File: src/rtl/scan_mux_n_pkg.sv
// rtl/scan_mux_n_pkg.sv - shared mode encodings and width helper for scan_mux_n
package scan_mux_n_pkg;

   localparam logic MODE_MANUAL = 1'b0;
   localparam logic MODE_AUTO   = 1'b1;

   function automatic int clog2(input int value);
      int r;
      r = 0;
      while ((1 << r) < value) r++;
      return r;
   endfunction

endpackage

File: src/rtl/scan_mux_n_rr_next_sel.sv
// rtl/scan_mux_n_rr_next_sel.sv - circular priority search for the next enabled channel after cur
module rr_next_sel #(
   parameter int CHANNELS = 8,
   parameter int SEL_W    = 3
) (
   input  logic [SEL_W-1:0]    cur,
   input  logic [CHANNELS-1:0] mask,
   output logic [SEL_W-1:0]    next,
   output logic                found
);

   // Walk from the far end back toward cur+1 so the nearest enabled channel wins;
   // cur itself is the last candidate, so a lone enabled cur returns cur.
   always_comb begin
      next  = cur;
      found = |mask;
      for (int k = CHANNELS; k >= 1; k--) begin
         if (mask[(int'(cur) + k) % CHANNELS]) begin
            next = SEL_W'((int'(cur) + k) % CHANNELS);
         end
      end
   end

endmodule

File: src/rtl/scan_mux_n.sv
// rtl/scan_mux_n.sv - registered N-to-1 channel mux with manual select and prescaled round-robin scan
module scan_mux_n
   import scan_mux_n_pkg::*;
#(
   parameter int WIDTH    = 8,
   parameter int CHANNELS = 8,
   parameter int SEL_W    = 3,
   parameter int DIV_W    = 16
) (
   input  logic                      clk,
   input  logic                      rst,
   input  logic                      mode,
   input  logic [SEL_W-1:0]          sel_in,
   input  logic [DIV_W-1:0]          div,
   input  logic [CHANNELS-1:0]       en_mask,
   input  logic [CHANNELS*WIDTH-1:0] din,
   output logic [WIDTH-1:0]          dout,
   output logic [SEL_W-1:0]          sel_out,
   output logic [CHANNELS-1:0]       chan_onehot,
   output logic                      adv
);

   if (SEL_W != clog2(CHANNELS) || CHANNELS < 2 || CHANNELS > 64) begin : g_bad_param
      $error("scan_mux_n: CHANNELS must be 2..64 and SEL_W must equal clog2(CHANNELS)");
   end

   localparam logic [SEL_W:0] CH_LIM = (SEL_W + 1)'(CHANNELS);

   logic [DIV_W-1:0]    cnt, cnt_next;
   logic                blank, blank_next;
   logic [SEL_W-1:0]    sel_next;
   logic [SEL_W-1:0]    rr_next;
   logic                rr_found;
   logic [WIDTH-1:0]    lane [CHANNELS];
   logic [WIDTH-1:0]    dout_next;
   logic [CHANNELS-1:0] onehot_next;

   rr_next_sel #(
      .CHANNELS (CHANNELS),
      .SEL_W    (SEL_W)
   ) u_rr (
      .cur   (sel_out),
      .mask  (en_mask),
      .next  (rr_next),
      .found (rr_found)
   );

   always_comb begin
      for (int i = 0; i < CHANNELS; i++) begin
         lane[i] = din[i*WIDTH +: WIDTH];
      end
   end

   always_comb begin
      sel_next   = sel_out;
      cnt_next   = cnt;
      blank_next = blank;
      if (mode == MODE_MANUAL) begin
         cnt_next   = '0;
         blank_next = 1'b0;
         if ({1'b0, sel_in} < CH_LIM) begin
            sel_next = sel_in;
         end
      end else begin
         // Blanking follows the mask immediately; the scan position only moves on a tick.
         blank_next = ~|en_mask;
         if (cnt >= div) begin
            cnt_next = '0;
            if (rr_found) begin
               sel_next = rr_next;
            end
         end else begin
            cnt_next = cnt + DIV_W'(1);
         end
      end
   end

   always_comb begin
      dout_next   = '0;
      onehot_next = '0;
      if (!blank_next) begin
         dout_next             = lane[sel_next];
         onehot_next[sel_next] = 1'b1;
      end
   end

   always_ff @(posedge clk or posedge rst) begin
      if (rst) begin
         cnt         <= '0;
         blank       <= 1'b1;
         sel_out     <= '0;
         dout        <= '0;
         chan_onehot <= '0;
         adv         <= 1'b0;
      end else begin
         cnt         <= cnt_next;
         blank       <= blank_next;
         sel_out     <= sel_next;
         dout        <= dout_next;
         chan_onehot <= onehot_next;
         adv         <= (sel_next != sel_out);
      end
   end

endmodule

File: config.mk
export PLATFORM = sky130hd
export DESIGN_NAME = scan_mux_n
export DESIGN_NICKNAME = d
export VERILOG_FILES = /design/src/rtl/scan_mux_n_pkg.sv /design/src/rtl/scan_mux_n_rr_next_sel.sv /design/src/rtl/scan_mux_n.sv
export SDC_FILE = /design/constraint.sdc
export NUM_CORES = 1
export LEC_CHECK = 0
export ABC_CLOCK_PERIOD_IN_PS = 10800
export CORE_UTILIZATION = 53
export CTS_BUF_LIST = sky130_fd_sc_hd__clkbuf_4
export DETAILED_ROUTE_END_ITERATION = 7
export GPL_TIMING_DRIVEN = 0
export HOLD_SLACK_MARGIN = 0.02
export PLACE_DENSITY = 0.95
export SYNTH_ARGS = -nofsm -noshare
export SYNTH_HDL_FRONTEND = slang
export SYNTH_SLANG_ARGS = --single-unit
File: constraint.sdc
create_clock -name clk -period 10.8 [get_ports clk]
set_input_delay 2.16 -clock clk [delete_from_list [all_inputs] [get_ports clk]]
set_output_delay 2.16 -clock clk [all_outputs]
set_load 0.1 [all_outputs]
* Yosys cells after proc, flatten, opt, wreduce, memory -nomap -nowiden
Index checks and enable logic that the tools add are counted.
** Storage, ports and cells
- Output and inout port bits :: 20
- Bits in registers :: 36
- Input bits :: 94
** Cells by class
- Reductions and logical operators :: 11
- Magnitude comparators :: 12
- Bitwise gates (word level) :: 9
- Mux-type cells :: 45
- Equality and inequality tests :: 1
- $add $sub $neg :: 9
** Operators by type and width (count)
- less-than comparator 4 x 5 -> 1 bit (second input constant) :: 8
- 2-to-1 mux 3 bit :: 11
- 2-to-1 mux 16 bit :: 2
- 2-to-1 mux 8 bit :: 4
- binary-select mux 1 bit (select 3 bit) :: 8
- binary-select mux 8 bit (select 3 bit) :: 1
- OR reduction 3 bit :: 8
- 2-to-1 mux 1 bit :: 18
- adder 16 x 1 -> 16 bit (second input constant) :: 1
- greater-or-equal comparator 16 bit :: 1
- adder 3 bit (second input constant) :: 4
- AND 1 bit (first input constant) :: 8
- OR reduction 8 bit :: 1
- adder 3 x 1 -> 3 bit (second input constant) :: 2
- adder 3 x 2 -> 3 bit (second input constant) :: 2
- greater-or-equal comparator 4 bit (second input constant) :: 1
- less-than comparator 3 x 4 -> 1 bit (second input constant) :: 1
- NOT 3 -> 4 bit :: 1
- demux 1 bit (select 3 bit) :: 1
- greater-or-equal comparator 3 x 1 -> 1 bit (second input constant) :: 1
- inequality test 3 bit :: 1
- logical AND 1 bit :: 1
- logical NOT 1 bit :: 1

* Depth between registers and ports, before layout
- Word-level depth :: 22
- Mapped depth :: 14

* By module
Synthesis repeated with hierarchy kept, for this count alone.
** Second synthesis, totals
- Cells, all modules :: 408
- Area total of the unflattened synthesis :: 3560.9 um2
** By module, submodules not included
- scan_mux_n :: area each 2656.3 um2, cells each 307, times used 1
- rr_next_sel :: area each 904.6 um2, cells each 101, times used 1

* Worst setup path before layout
Ideal clock, no wire load.
- Path kind :: input port to flip-flop
- From :: input port div[13]
- To :: register dout[2]
- Data arrival time :: 4.763 ns
- Setup time :: 0.128 ns
- Path buffers :: 2
- Slack :: 5.909 ns
- Stages :: 13
- Path through :: inv_1 -> ha_1 -> a211oi_1 -> nor2_1 -> or3_1 -> a211oi_4 -> a2bb2oi_1 -> o22ai_1 -> or2_1 -> buf_4 -> buf_6 -> o221ai_1 -> a21oi_1
** Between the ends
- Longest elaborated chain between the ends :: 8
** Ends and longest elaborated chain
- start: declaration :: RTL line scan_mux_n.sv:14 : input logic [DIV_W-1:0] div,
- greater-or-equal comparator 16 bit :: RTL line scan_mux_n.sv:67 : if (cnt >= div) begin
- 2-to-1 mux 3 bit :: RTL line scan_mux_n.sv:67
- 2-to-1 mux 3 bit :: RTL line scan_mux_n.sv:58 : if (mode == MODE_MANUAL) begin
- via sel_next[1] :: RTL line scan_mux_n.sv:31 : logic [SEL_W-1:0] sel_next;
- NOT 3 -> 4 bit (implied by the code) :: RTL line scan_mux_n.sv:82 : dout_next = lane[sel_next];
- binary-select mux 8 bit (select 3 bit) :: RTL line scan_mux_n.sv:82
- 2-to-1 mux 8 bit (implied by the code) (2 in a row) :: RTL line scan_mux_n.sv:82
- 2-to-1 mux 8 bit :: RTL line scan_mux_n.sv:81 : if (!blank_next) begin
- via dout_next[2] :: RTL line scan_mux_n.sv:35 : logic [WIDTH-1:0] dout_next;
- end signal: assignment :: RTL line scan_mux_n.sv:99 : dout <= dout_next;
- end: declaration :: RTL line scan_mux_n.sv:17 : output logic [WIDTH-1:0] dout,
The timed path passes the listed nets, and every way through them passes these cells. The select of a mux whose other input is x is not followed.

* Worst setup path after layout
- From :: input port div[13]
- To :: register dout[0]
** Between the ends
- Longest elaborated chain between the ends :: 8
** Ends and longest elaborated chain (RTL line)
- greater-or-equal comparator 16 bit :: scan_mux_n.sv:67
- 2-to-1 mux 3 bit :: scan_mux_n.sv:67
- 2-to-1 mux 3 bit :: scan_mux_n.sv:58
- NOT 3 -> 4 bit (implied by the code) :: scan_mux_n.sv:82
- binary-select mux 8 bit (select 3 bit) :: scan_mux_n.sv:82
- 2-to-1 mux 8 bit (implied by the code) (2 in a row) :: scan_mux_n.sv:82
- 2-to-1 mux 8 bit :: scan_mux_n.sv:81
- via dout_next[0] :: scan_mux_n.sv:35
The timed path passes the listed nets, and every way through them passes these cells. The select of a mux whose other input is x is not followed.

==> flow_metrics.py <==
metrics = {
    "status": {
        "status": "finished, final reports clean",
    },
    "cells_and_area": {
        "final_nets": 632,
        "area_growth_pct": 33.9,
        "drive_above_1_share_pct": 12.1,
        "antenna_cells": 0,
        "fin_cells": 616,
        "design_area_um2": 5050,
    },
    "routing": {
        "ant_nets": 0,
        "dr.pass1.iters": 5,
        "vias": 3806,
        "vias_per_cell": 6.18,
        "drc": 0,
        "drt_iter0_drc": 234,
        "wirelength_um": 11400,
        "drt-wirelength-per-cell_um": 18.4,
    },
    "power": {
        "pwr-share-seq_pct": 19.9,
        "leakage_nw": 2.10,
        "vdd_drop_max_uv": 84.9,
        "p_int_w": 0.000411,
        "powerDensity_nw_per_um2": 171,
        "finalPower_w": 0.000865,
        "swShare_pct": 52.5,
        "pwr-share-comb_pct": 71.7,
        "clockPowerShare_pct": 8.5,
        "p_switching_w": 0.000454,
    },
    "cts": {
        "clk_pin_slew_ns": 0.10,
        "post_cts_resized": 0,
        "cts_max_level": 2,
        "cts.hold.buffers_added": 0,
        "cts_buffer_depth": 2,
        "post-cts-setup-buffers": 0,
        "cts_buffers": 5,
        "root_buffer": "clkbuf_4",
        "numClockSinks": 36,
        "clkLatencyLatePin_ns": 0.34,
        "cts_tree": "done",
    },
    "global_route": {
        "antenna_found_initial": 0,
        "grt_max_degree": 37,
        "grt_pass1_vias": 3716,
        "overflow": 0,
        "grt_use_total_pct": 30.0,
        "grt_pass1_wl_um": 17500,
    },
    "worst_hold_path": {
        "whs_path_depth": 1,
        "hold_path_class": "flop to flop",
        "min_delay_worst_endpoint": "cnt[0]",
        "worstHoldStart": "cnt[0]",
    },
    "logic_synthesis": {
        "synth_top_area_cell": "dfrtp_1",
        "synth_common_cells": "dfrtp_1 (36), nor2_1 (35), inv_1 (22), mux2i_1 (22), o21ai_0 (20)",
        "synthCells": 402,
        "synth_flop_cell": "dfrtp_1",
        "post-synth-top-area-fraction_pct": 23.9,
        "synth.most_common_cell": "dfrtp_1",
        "ys_ff_latch": 36,
        "netlist_area_um2": 3770,
        "yosysSeqAreaShare_pct": 23.9,
        "ys_async_sr_fraction_pct": 100,
        "yosysWarnings": 0,
        "mappedNetlistNets": 515,
        "synth_cell_types": 69,
        "synth_area_leaders": "dfrtp_1 (24%), ha_1 (6.3%), mux2i_1 (5.8%)",
        "syn_avg_cell_area_um2": 9.39,
        "synth_edf_count": 0,
    },
    "worst_setup_path": {
        "critPathKind": "input pin to flop",
        "regToRegSetupSlack_ns": 6.38,
        "worstPathArrival_ns": 5.88,
        "r2r-end": "dout[0]",
        "cpMaxStageDelayCell": "a211oi_4",
        "critPathBufInv": 3,
        "cp_cell_sequence": "clkdlybuf4s50_1, inv_1, ha_1, a211oi_1, nor2_1, or3_1, a211oi_4, a2bb2oi_1, o22ai_1, o21ai_2, buf_2, o221ai_1, a21oi_1",
        "cp_max_fo": 10,
        "setup.worst_path.start_class": "input pin",
        "critical_path_required_ns": 11.05,
        "crit_path_end_kind": "flop",
        "cpLargestDelayFamily": "compound AO/OA/AOI/OAI gates",
        "crit-reg2reg-launch": "sel_out[1]",
        "cpPeakStageDelay_ns": 0.55,
        "reg2reg_depth": 11,
    },
    "timing": {
        "tns_ns": 0,
        "finalSetupViolations": 0,
        "worstMarginPinSlew_ns": 1.02,
        "rsz0062_at_grt": "false",
        "fmax_mhz": 178,
        "holdWs_ns": 0.550,
        "hold_violations": 0,
        "period_needed_ns": 5.63,
        "finalMaxSlewViolations": 0,
        "skew_ns": 0.0101,
        "fin_crit_sh_pct": 52.1,
        "relSlewSlack_pct": 31.5,
    },
    "placed_design": {
        "gp_congestion": 0.911,
        "dpl.hpwl_um": 8920,
        "dp.cells": 608,
        "postPlaceCellArea_um2": 4990,
        "io_buffers": 110,
    },
    "die": {
        "start_util_pct": 55.2,
        "core_area_um2": 6830,
        "rows": 30,
        "die_h_um": 86.4,
        "dieWidth_um": 86.4,
        "die_area_um2": 7460,
        "pin_count": 114,
    },
    "flow_run": {
        "drv_cap": 0,
    },
}
[state kept, by name, indices dropped and copies added, names as in the netlist]
| name | cells |
|---|---|
| cnt | 16 |
| sel_out | 3 |
| dout | 8 |
| chan_onehot | 8 |
| adv | 1 |
[through the flow]
step | setup slack [ns] | util, %
4_1_cts | 5.24 | 73.9
3_3_place_gp | 5.05 | 73.1
3_5_place_dp | 4.90 | 73.1
2_1_floorplan | 5.91 | -
6_report | 5.17 | 73.9
5_1_grt | 5.00 | 73.9
[worst max-delay path by stage]
stage                 start      end  depth (start not counted)
global route        div[13]  dout[0]                         13
CTS                 div[13]  dout[0]                         13
global placement    div[13]  dout[0]                         13
detailed placement  div[13]  dout[0]                         13
finish              div[13]  dout[0]                         13
floorplan           div[13]  dout[2]                         13
[layout make-up]
| type | instances | area [um^2] |
|---|---|---|
| multi-input cells | 318 | 2630 |
| repair buffers | 110 | 1100 |
| flip-flops and latches | 36 | 901 |
| inverters | 26 | 97.6 |
| clock inverters | 2 | 11.3 |
| fillers | 473 | 1780 |
| clock buffers | 6 | 45.0 |
| plain buffers | 22 | 149 |
| well taps | 96 | 120 |
[cell usage in the layout (no fill, tap or decap), types with 13 or more instances in the layout]
master	synthesis	final
clkdlybuf4s50_1	0	110
dfrtp_1	36	36
nor2_1	35	35
mux2i_1	22	22
inv_1	22	21
o21ai_0	20	20
ha_1	19	19
mux2_2	18	18
a21oi_1	17	17
nand2_1	17	17
mux2_1	17	17
o221ai_1	14	14
nand3_1	13	13
[kinds of logic (layout without fill, tap and decap cells)]
group	after synthesis	count (layout)	synth area share, %
AOI/OAI and AO/OA	105	105	21.1
xor gates and xnor gates	19	19	4.41
adders and majority gates	19	19	6.30
buffers and inverters	48	166	6.53
DFF	36	36	23.9
muxes	67	67	22.0
and+or+nand+nor	108	108	15.7
[power by group through the flow]
stage | clock network (W) | logic [W] | registers [W]
2_1_floorplan | 0 | 0.000293 | 0.000335
3_3_place_gp | 0 | 0.000597 | 0.000173
3_5_place_dp | 0 | 0.000611 | 0.000174
4_1_cts | 0.0000745 | 0.000612 | 0.000172
5_1_grt | 0.0000809 | 0.000649 | 0.000174
6_report | 0.0000734 | 0.000620 | 0.000172
[metal layers]
layer / GRT usage (%) / share of wire [%] / vias up
met5: 0 / 0 / -
met4: 10.3 / 3.1 / 0
met3: 3.62 / 6.9 / 39
met2: 54.7 / 50 / 198
met1: 36.4 / 40 / 1813
li1: - / - / 1756
No activity file was read; power rests on OpenSTA's default activity.
